[src/rtl/rs232_tx_arb.sv]
// Round-robin sequencer sharing one RS232 device transmit path among byte-stream clients.
// Optional RS232_TX_ARB_ID_PREFIX_EN: each granted frame is preceded by header byte 8'hA0 | client.
module rs232_tx_arb #(
  parameter int NUM_CLIENTS = 4,
  parameter int TIMEOUT     = 1024,
  parameter int BAUD_RST    = 0
) (
  input  logic                     clk,
  input  logic                     rst,
  input  logic [NUM_CLIENTS-1:0]   cli_valid,
  input  logic [8*NUM_CLIENTS-1:0] cli_data,
  input  logic [NUM_CLIENTS-1:0]   cli_last,
  output logic [NUM_CLIENTS-1:0]   cli_ready,
  output logic [NUM_CLIENTS-1:0]   grant,
  output logic                     abort,
  input  logic                     cfg_wr,
  input  logic                     cfg_baud,
  output logic                     busy,
  output logic                     dev_stb,
  output logic                     dev_we,
  output logic                     dev_addr,
  output logic [7:0]               dev_wdata,
  input  logic [31:0]              dev_rdata,
  input  logic                     dev_ack
);

  localparam int IW = (NUM_CLIENTS > 1) ? $clog2(NUM_CLIENTS) : 1;
  localparam int TW = (TIMEOUT > 1) ? $clog2(TIMEOUT) : 1;
  localparam logic [TW-1:0] TLIM = TW'((TIMEOUT > 0) ? TIMEOUT - 1 : 0);

  typedef enum logic [2:0] {
    S_CFG,
    S_IDLE,
    S_POLL,
    S_SEND
`ifdef RS232_TX_ARB_ID_PREFIX_EN
    ,
    S_HPOLL,
    S_HSEND
`endif
  } state_t;

  state_t          state, state_n;
  logic [IW-1:0]   gidx, gidx_n;
  logic [IW-1:0]   ptr, ptr_n;
  logic [IW-1:0]   g_next;
  logic [IW-1:0]   pick;
  logic [IW:0]     sum;
  logic            any;
  logic [TW-1:0]   tcnt;
  logic            cfg_pend;
  logic            pend_baud;
  logic            g_valid;
  logic            g_last;
  logic [7:0]      g_data;
  logic            timeout_hit;
  logic            unused_rdata;

  assign unused_rdata = ^{dev_rdata[31:4], dev_rdata[2:0]};

  assign g_valid = cli_valid[gidx];
  assign g_last  = cli_last[gidx];
  assign g_data  = cli_data[{gidx, 3'b000} +: 8];
  assign g_next  = (gidx == IW'(NUM_CLIENTS - 1)) ? '0 : gidx + 1'b1;

  // Counter holds the number of earlier idle POLL cycles; the TIMEOUT-th one aborts.
  assign timeout_hit = (TIMEOUT != 0) && (state == S_POLL) && !g_valid && (tcnt == TLIM);

  // First valid client at or above the pointer, wrapping around.
  always_comb begin
    pick = '0;
    any  = 1'b0;
    sum  = '0;
    for (int unsigned k = 0; k < NUM_CLIENTS; k++) begin
      sum = {1'b0, ptr} + (IW+1)'(k);
      if (sum >= (IW+1)'(NUM_CLIENTS)) sum = sum - (IW+1)'(NUM_CLIENTS);
      if (!any && cli_valid[sum[IW-1:0]]) begin
        any  = 1'b1;
        pick = sum[IW-1:0];
      end
    end
  end

  always_comb begin
    state_n   = state;
    gidx_n    = gidx;
    ptr_n     = ptr;
    dev_stb   = 1'b0;
    dev_we    = 1'b0;
    dev_addr  = 1'b0;
    dev_wdata = '0;
    cli_ready = '0;
    grant     = '0;
    abort     = 1'b0;
    busy      = (state != S_IDLE) || cfg_pend;
    case (state)
      S_CFG: begin
        dev_stb   = 1'b1;
        dev_we    = 1'b1;
        dev_addr  = 1'b1;
        dev_wdata = {7'b0, pend_baud};
        if (dev_ack) state_n = S_IDLE;
      end
      S_IDLE: begin
        if (cfg_pend) begin
          state_n = S_CFG;
        end else if (any) begin
          gidx_n = pick;
`ifdef RS232_TX_ARB_ID_PREFIX_EN
          state_n = S_HPOLL;
`else
          state_n = S_POLL;
`endif
        end
      end
      S_POLL: begin
        grant[gidx] = 1'b1;
        dev_stb     = 1'b1;
        dev_addr    = 1'b1;
        if (timeout_hit) begin
          abort   = 1'b1;
          ptr_n   = g_next;
          state_n = S_IDLE;
        end else if (dev_ack && dev_rdata[3] && g_valid) begin
          state_n = S_SEND;
        end
      end
      S_SEND: begin
        grant[gidx] = 1'b1;
        dev_stb     = 1'b1;
        dev_we      = 1'b1;
        dev_wdata   = g_data;
        if (dev_ack) begin
          cli_ready[gidx] = 1'b1;
          if (g_last) begin
            ptr_n   = g_next;
            state_n = S_IDLE;
          end else begin
            state_n = S_POLL;
          end
        end
      end
`ifdef RS232_TX_ARB_ID_PREFIX_EN
      S_HPOLL: begin
        grant[gidx] = 1'b1;
        dev_stb     = 1'b1;
        dev_addr    = 1'b1;
        if (dev_ack && dev_rdata[3]) state_n = S_HSEND;
      end
      S_HSEND: begin
        grant[gidx] = 1'b1;
        dev_stb     = 1'b1;
        dev_we      = 1'b1;
        dev_wdata   = 8'hA0 | 8'(gidx);
        if (dev_ack) state_n = S_POLL;
      end
`endif
      default: state_n = S_IDLE;
    endcase
    // Keep every output quiet while reset is held, even though the state sits in CFG.
    if (rst) begin
      dev_stb   = 1'b0;
      dev_we    = 1'b0;
      dev_addr  = 1'b0;
      dev_wdata = '0;
      cli_ready = '0;
      grant     = '0;
      abort     = 1'b0;
      busy      = 1'b0;
    end
  end

  always_ff @(posedge clk) begin
    if (rst) begin
      state     <= S_CFG;
      gidx      <= '0;
      ptr       <= '0;
      tcnt      <= '0;
      cfg_pend  <= 1'b0;
      pend_baud <= 1'(BAUD_RST);
    end else begin
      state <= state_n;
      gidx  <= gidx_n;
      ptr   <= ptr_n;
      if ((TIMEOUT != 0) && (state == S_POLL) && !g_valid && !timeout_hit)
        tcnt <= tcnt + 1'b1;
      else
        tcnt <= '0;
      if (cfg_wr) begin
        cfg_pend  <= 1'b1;
        pend_baud <= cfg_baud;
      end else if (state == S_CFG && dev_ack) begin
        cfg_pend <= 1'b0;
      end
    end
  end

endmodule

[config.mk]
export PLATFORM = sky130hd
export DESIGN_NAME = rs232_tx_arb
export DESIGN_NICKNAME = d
export VERILOG_FILES = /design/src/rtl/rs232_tx_arb.sv
export SDC_FILE = /design/constraint.sdc
export NUM_CORES = 1
export LEC_CHECK = 0
export ABC_AREA = 1
export BUFFER_PORTS_ARGS = -buffer_cell sky130_fd_sc_hd__buf_2
export CORE_MARGIN = 1
export CORE_UTILIZATION = 44
export CTS_CLUSTER_DIAMETER = 80
export DETAILED_ROUTE_END_ITERATION = 10
export PLACE_DENSITY = 0.81
export SYNTH_ARGS = -nofsm -noshare
export SYNTH_HDL_FRONTEND = slang
export SYNTH_SLANG_ARGS = --single-unit
[constraint.sdc]
create_clock -name clk -period 1.8 [get_ports clk]
set_input_delay 0.27 -clock clk [delete_from_list [all_inputs] [get_ports clk]]
set_output_delay 0.27 -clock clk [all_outputs]
set_load 0.05 [all_outputs]
## Word-level counts from Yosys, hierarchy flattened

Cells that the tools add are included.

| word-level totals | value |
|---|---|
| bits in registers | 19 |
| input port bits | 77 |
| output and inout port bits | 21 |

| cells by class | value |
|---|---|
| shift-type cells | 1 |
| reduce and logical (&&, ||, !) cells | 27 |
| bitwise operators | 2 |
| mux-type cells | 58 |
| $lt $le $gt $ge | 10 |
| add/sub/neg operators | 9 |
| eq/ne operators | 12 |

Operators with widths:

| cell | count |
|---|---|
| $shiftx A32 B6 Y8 | 1 |
| $mux W2 | 13 |
| $mux W1 | 23 |
| $mux W4 | 5 |
| $mux W3 | 6 |
| $pmux W8 S2 | 1 |
| $lt A2 B3 Y1 const B | 5 |
| $bmux W1 S2 | 6 |
| $pmux W3 S4 | 1 |
| $add A10 B1 Y10 const B | 1 |
| $eq A10 B10 Y1 const B | 1 |
| $logic_and A1 B1 Y1 | 10 |
| $ge A3 B3 Y1 const B | 3 |
| $mux W8 | 1 |
| $ne A2 B2 Y1 const B | 4 |
| $reduce_and A4 Y1 | 2 |
| $reduce_or A2 Y1 | 4 |
| $sub A2 B1 Y2 const B | 4 |
| $add A2 B2 Y3 const B | 2 |
| $eq A3 B2 Y1 const B | 2 |
| $logic_not A1 Y1 | 5 |
| $pmux W2 S2 | 1 |
| $reduce_bool A2 Y1 | 2 |
| $add A2 B1 Y3 const B | 1 |
| 14 further kinds | 15 |

## Longest topological paths before layout

| depth | value |
|---|---|
| depth in word-level cells | 17 |
| depth in mapped cells | 12 |
| depth with buffers taken out | 11 |

## Worst setup path before layout

OpenSTA, ideal clock, no wires.

| path | value |
|---|---|
| path kind | reg-to-output |
| start point | register gidx[0] |
| end point | output dev_wdata[6] |
| data arrival time | 2.127 ns |
| path buffers | 2 |
| cell stages (with the launch flop) | 6 |
| path slack | -0.597 ns |
| required time | 1.530 ns |
| cells stage by stage | dfxtp_1 > inv_2 > buf_6 > clkbuf_1 > nand2_1 > a221oi_1 |

| between the ends | value |
|---|---|
| cells in the longest elaborated chain, start to end | 3 |

Ends and longest elaborated chain:

| element | RTL line | source |
|---|---|---|
| start, declared | 44 | `logic [IW-1:0] gidx, gidx_n;` |
| start signal, assigned | 183 | `gidx <= gidx_n;` |
| $shiftx A32 B6 Y8 | 63 | `assign g_data = cli_data[{gidx, 3'b000} +: 8];` |
| $pmux W8 S2 | 96 | `case (state)` |
| $mux W8 | 161 | `if (rst) begin` |
| end, declared | 22 | `output logic [7:0] dev_wdata,` |

No other way between the ends.

## Worst setup path after layout

| path | value |
|---|---|
| start point | register state[1] |
| end point | output dev_wdata[0] |

| between the ends | value |
|---|---|
| cells in the longest elaborated chain, start to end | 3 |

Ends and longest elaborated chain:

| element | RTL line | source |
|---|---|---|
| start, declared | 43 | `state_t state, state_n;` |
| start signal, assigned | 182 | `state <= state_n;` |
| $eq A3 B2 Y1 / $logic_not A3 Y1 (equally long branches) | 96 |  |
| $pmux W8 S2 * | 96 |  |
| $mux W8 * | 161 |  |

Mark *: on every way between the ends. The rest lies on a longest branch, timed or not.

==> results_dict.tcl <==
set metrics [dict create \
    routed_wl_mm 5.04 \
    r2r_slack_ps 180 \
    grt_max_degree 18 \
    fin_setup_tns_ps -733 \
    syn-instance-count 269 \
    crit_path_end_kind "output port" \
    drcViolationCount 0 \
    status "complete, but fails checks" \
    r2r_start "state[0]" \
    failed_checks "negative setup slack" \
    setup_viol 8 \
    worst-slew-pin-transition_ps 491 \
    crit_arrival_ps 1690 \
    critPathMaxStageDelay_ps 360 \
    maxSlewViolCount 0 \
    cts_buffers 3 \
    worstHoldStart "cfg_baud" \
    synth_nets 356 \
    cts_tree "yes" \
    viasPerCell 5.15 \
    finalHoldViolations 0 \
    period_needed_ps 1960 \
    cts_root_buf "clkbuf_8" \
    ant_nets 0 \
    nets 440 \
    crit_type "flop to output port" \
    worstRegToRegCells 10 \
    firstDrtPassIters 5 \
    fillers 271 \
    vias 2061 \
    die_x_um 63.6 \
    setup_ws_ps -160 \
    worstPathRequired_ps 1530 \
    cp-start-kind "flop" \
    hold_end "pend_baud" \
    place.gp.congestion 0.841 \
    cts_buffer_depth 2 \
    worstPathMaxFanout 3 \
    area_growth_syn_to_layout_pct 58.2 \
    pre_cts_ws_ps -80.1 \
    cp_num_buf_inv 2 \
    drt-initial-drc-count 124 \
    clock-sinks 18 \
    gr-total-overflow 0 \
    peakVddDrop_v 0.00103 \
    holdBufCountCts 0 \
    diodes 0 \
    antenna_found_initial 0 \
    dieHeight_um 63.6 \
    cts.reportedPaths.clkPinSlew_ps 70 \
    min_period_over_period 1.09 \
    drive_gt1_frac 0.463 \
    cp_cell_sequence "buf_6 > ha_4 > nand2_2 > or2_4 > a221oi_4 > a31o_4 > buf_8" \
    clock_skew_ps 4.06 \
    ios 98 \
    wl_per_cell_um 12.6 \
    critPathTopFamily "compound AO/OA/AOI/OAI gates" \
    fmax_ghz 0.510 \
    track_usage 0.232 \
    netlist_area_mm2 0.00167 \
    hold_path_class "input pin to flop" \
    fin_area_mm2 0.00264 \
    syn_area_per_cell_um2 6.20 \
    slew_headroom 0.672 \
    dpl.hpwl_mm 3.47 \
    min_path_cells 3 \
    insertion_delay_ps 260 \
    core_area_mm2 0.00366 \
    fp-row-count 22 \
    leakage_nw 1.21 \
    crit_slowest_cell "dfxtp_2" \
    place_area_mm2 0.00230 \
    yosys_warnings 0 \
    max_cap_viol_count 0 \
    synth.distinct_cells 34 \
    seq_area_frac_synth 0.216 \
    synth-seq-cells 18 \
    r2r_end "ptr[0]" \
    power_density_mw_per_mm2 1080 \
    die_area_mm2 0.00404 \
    portBuffers 66 \
    h-tree-depth 1 \
    grt_pass1_wl_mm 7.64 \
    rsz0062_at_grt "true" \
    grt_pass1_vias 1775 \
    start_util 0.456 \
]
## worst register-to-register path, delay by kind of cell, from the launching register on
family	cells	cell delay, ps
buf+inv	4	520
simple gates	2	190
fa+ha+maj	1	160
compound gates	3	280
flops	1	360
## state kept, by name (all words and copies together), names as in the netlist
signal and flops:
state 2, pend_baud 1, gidx 2, ptr 2, cfg_pend 1, tcnt 10
## placed cells by master (no fill, tap or decap), types with 2 or more instances in the layout
cell | synthesis | layout
inv_1 | 23 | 20
a21oi_1 | 17 | 11
inv_2 | 3 | 4
nor3_2 | 0 | 4
a21oi_2 | 2 | 2
nor2_2 | 2 | 5
buf_4 | 1 | 21
nand2_1 | 55 | 50
clkbuf_8 | 0 | 4
nand2_2 | 9 | 13
nor3_1 | 11 | 3
buf_8 | 0 | 2
nor2_1 | 50 | 44
o21ai_0 | 14 | 13
ha_1 | 10 | 6
nor3b_1 | 4 | 4
a21oi_4 | 0 | 6
buf_6 | 2 | 17
xor2_1 | 3 | 3
dfxtp_1 | 18 | 12
nor2_4 | 1 | 4
o21ai_1 | 5 | 6
nand3_1 | 11 | 11
nand4_1 | 4 | 4
nand3_2 | 6 | 6
ha_4 | 0 | 4
buf_2 | 4 | 47
dfxtp_2 | 0 | 5
nor3_4 | 0 | 4
## routing by layer
layer / GRT usage / part of all wire
met1: 0.303 / 0.45
met2: 0.411 / 0.51
met3: 0.0199 / 0.037
met4: 0.0455 / 0.0067
met5: 0 / 0
## final cells by class
type,count,area [um^2],share of cell area
sequential,18,370,0.140
multi-input combinational,213,1390,0.527
inverter,27,115,0.0436
clock buffer,4,55.1,0.0209
timing repair inverter,1,5.00,0.00190
tap,48,60.1,0.0227
timing repair buffer,89,642,0.243
## repair_timing
item,CTS,global route
pin swaps,4,2
cloned,1,0
resized for setup,45,30
buffers inserted,3,1
endpoints found under the setup margin,19,19
## Yosys cell counts (all sizes together)
cell / instances / area [um^2]
nand4: 5 / 37.5
a221oi: 2 / 23.8
nor2: 53 / 211
dfxtp: 18 / 360
buf: 7 / 50.1
or2: 3 / 18.8
nand3: 17 / 115
o21ai: 19 / 95.1
ha: 10 / 125
inv: 27 / 109
a31oi: 1 / 6.26
nor3: 11 / 55.1
o2111ai: 1 / 15.0
a21oi: 19 / 103
clkbuf: 4 / 16.3
a31o: 1 / 8.76
nand2: 64 / 263
xor2: 3 / 26.3
nor3b: 4 / 30.0
## how the worst max path moves through the flow
stage / start / to / slack [ps] / depth (start not counted)
2_1_floorplan: gidx[0] / cli_ready[0] / -180 / 6
3_3_place_gp: state[0] / dev_wdata[0] / -60 / 6
3_5_place_dp: state[0] / dev_wdata[0] / -80 / 7
4_1_cts: state[0] / dev_wdata[0] / -150 / 7
5_1_grt: state[1] / dev_wdata[0] / -220 / 7
6_report: state[1] / dev_wdata[0] / -160 / 7
## power by group
part           total (mW)  switching (mW)  internal (mW)
registers           0.545          0.0827          0.462
clock network       0.338           0.143          0.195
logic                1.96            1.20          0.763
## through the flow
step                      instances  hold slack (ps)  power, mW   util
after floorplan                 269              405       1.74      -
after global placement          391              428       2.16  0.630
after detailed placement        391              442       2.18  0.630
after CTS                       399              238       2.70  0.690
after global routing            400              256       3.04  0.721
final                           400              260       2.84  0.721
## cells by family after synthesis
| group | count (synthesis) | share of synthesized area |
|---|---|---|
| flops | 18 | 0.216 |
| xor+xnor | 3 | 0.0157 |
| fa+ha+maj | 10 | 0.0750 |
| compound gates | 43 | 0.151 |
| buf+inv | 38 | 0.105 |
| simple gates | 157 | 0.438 |
Note: power is estimated with default switching activity, not from simulation.
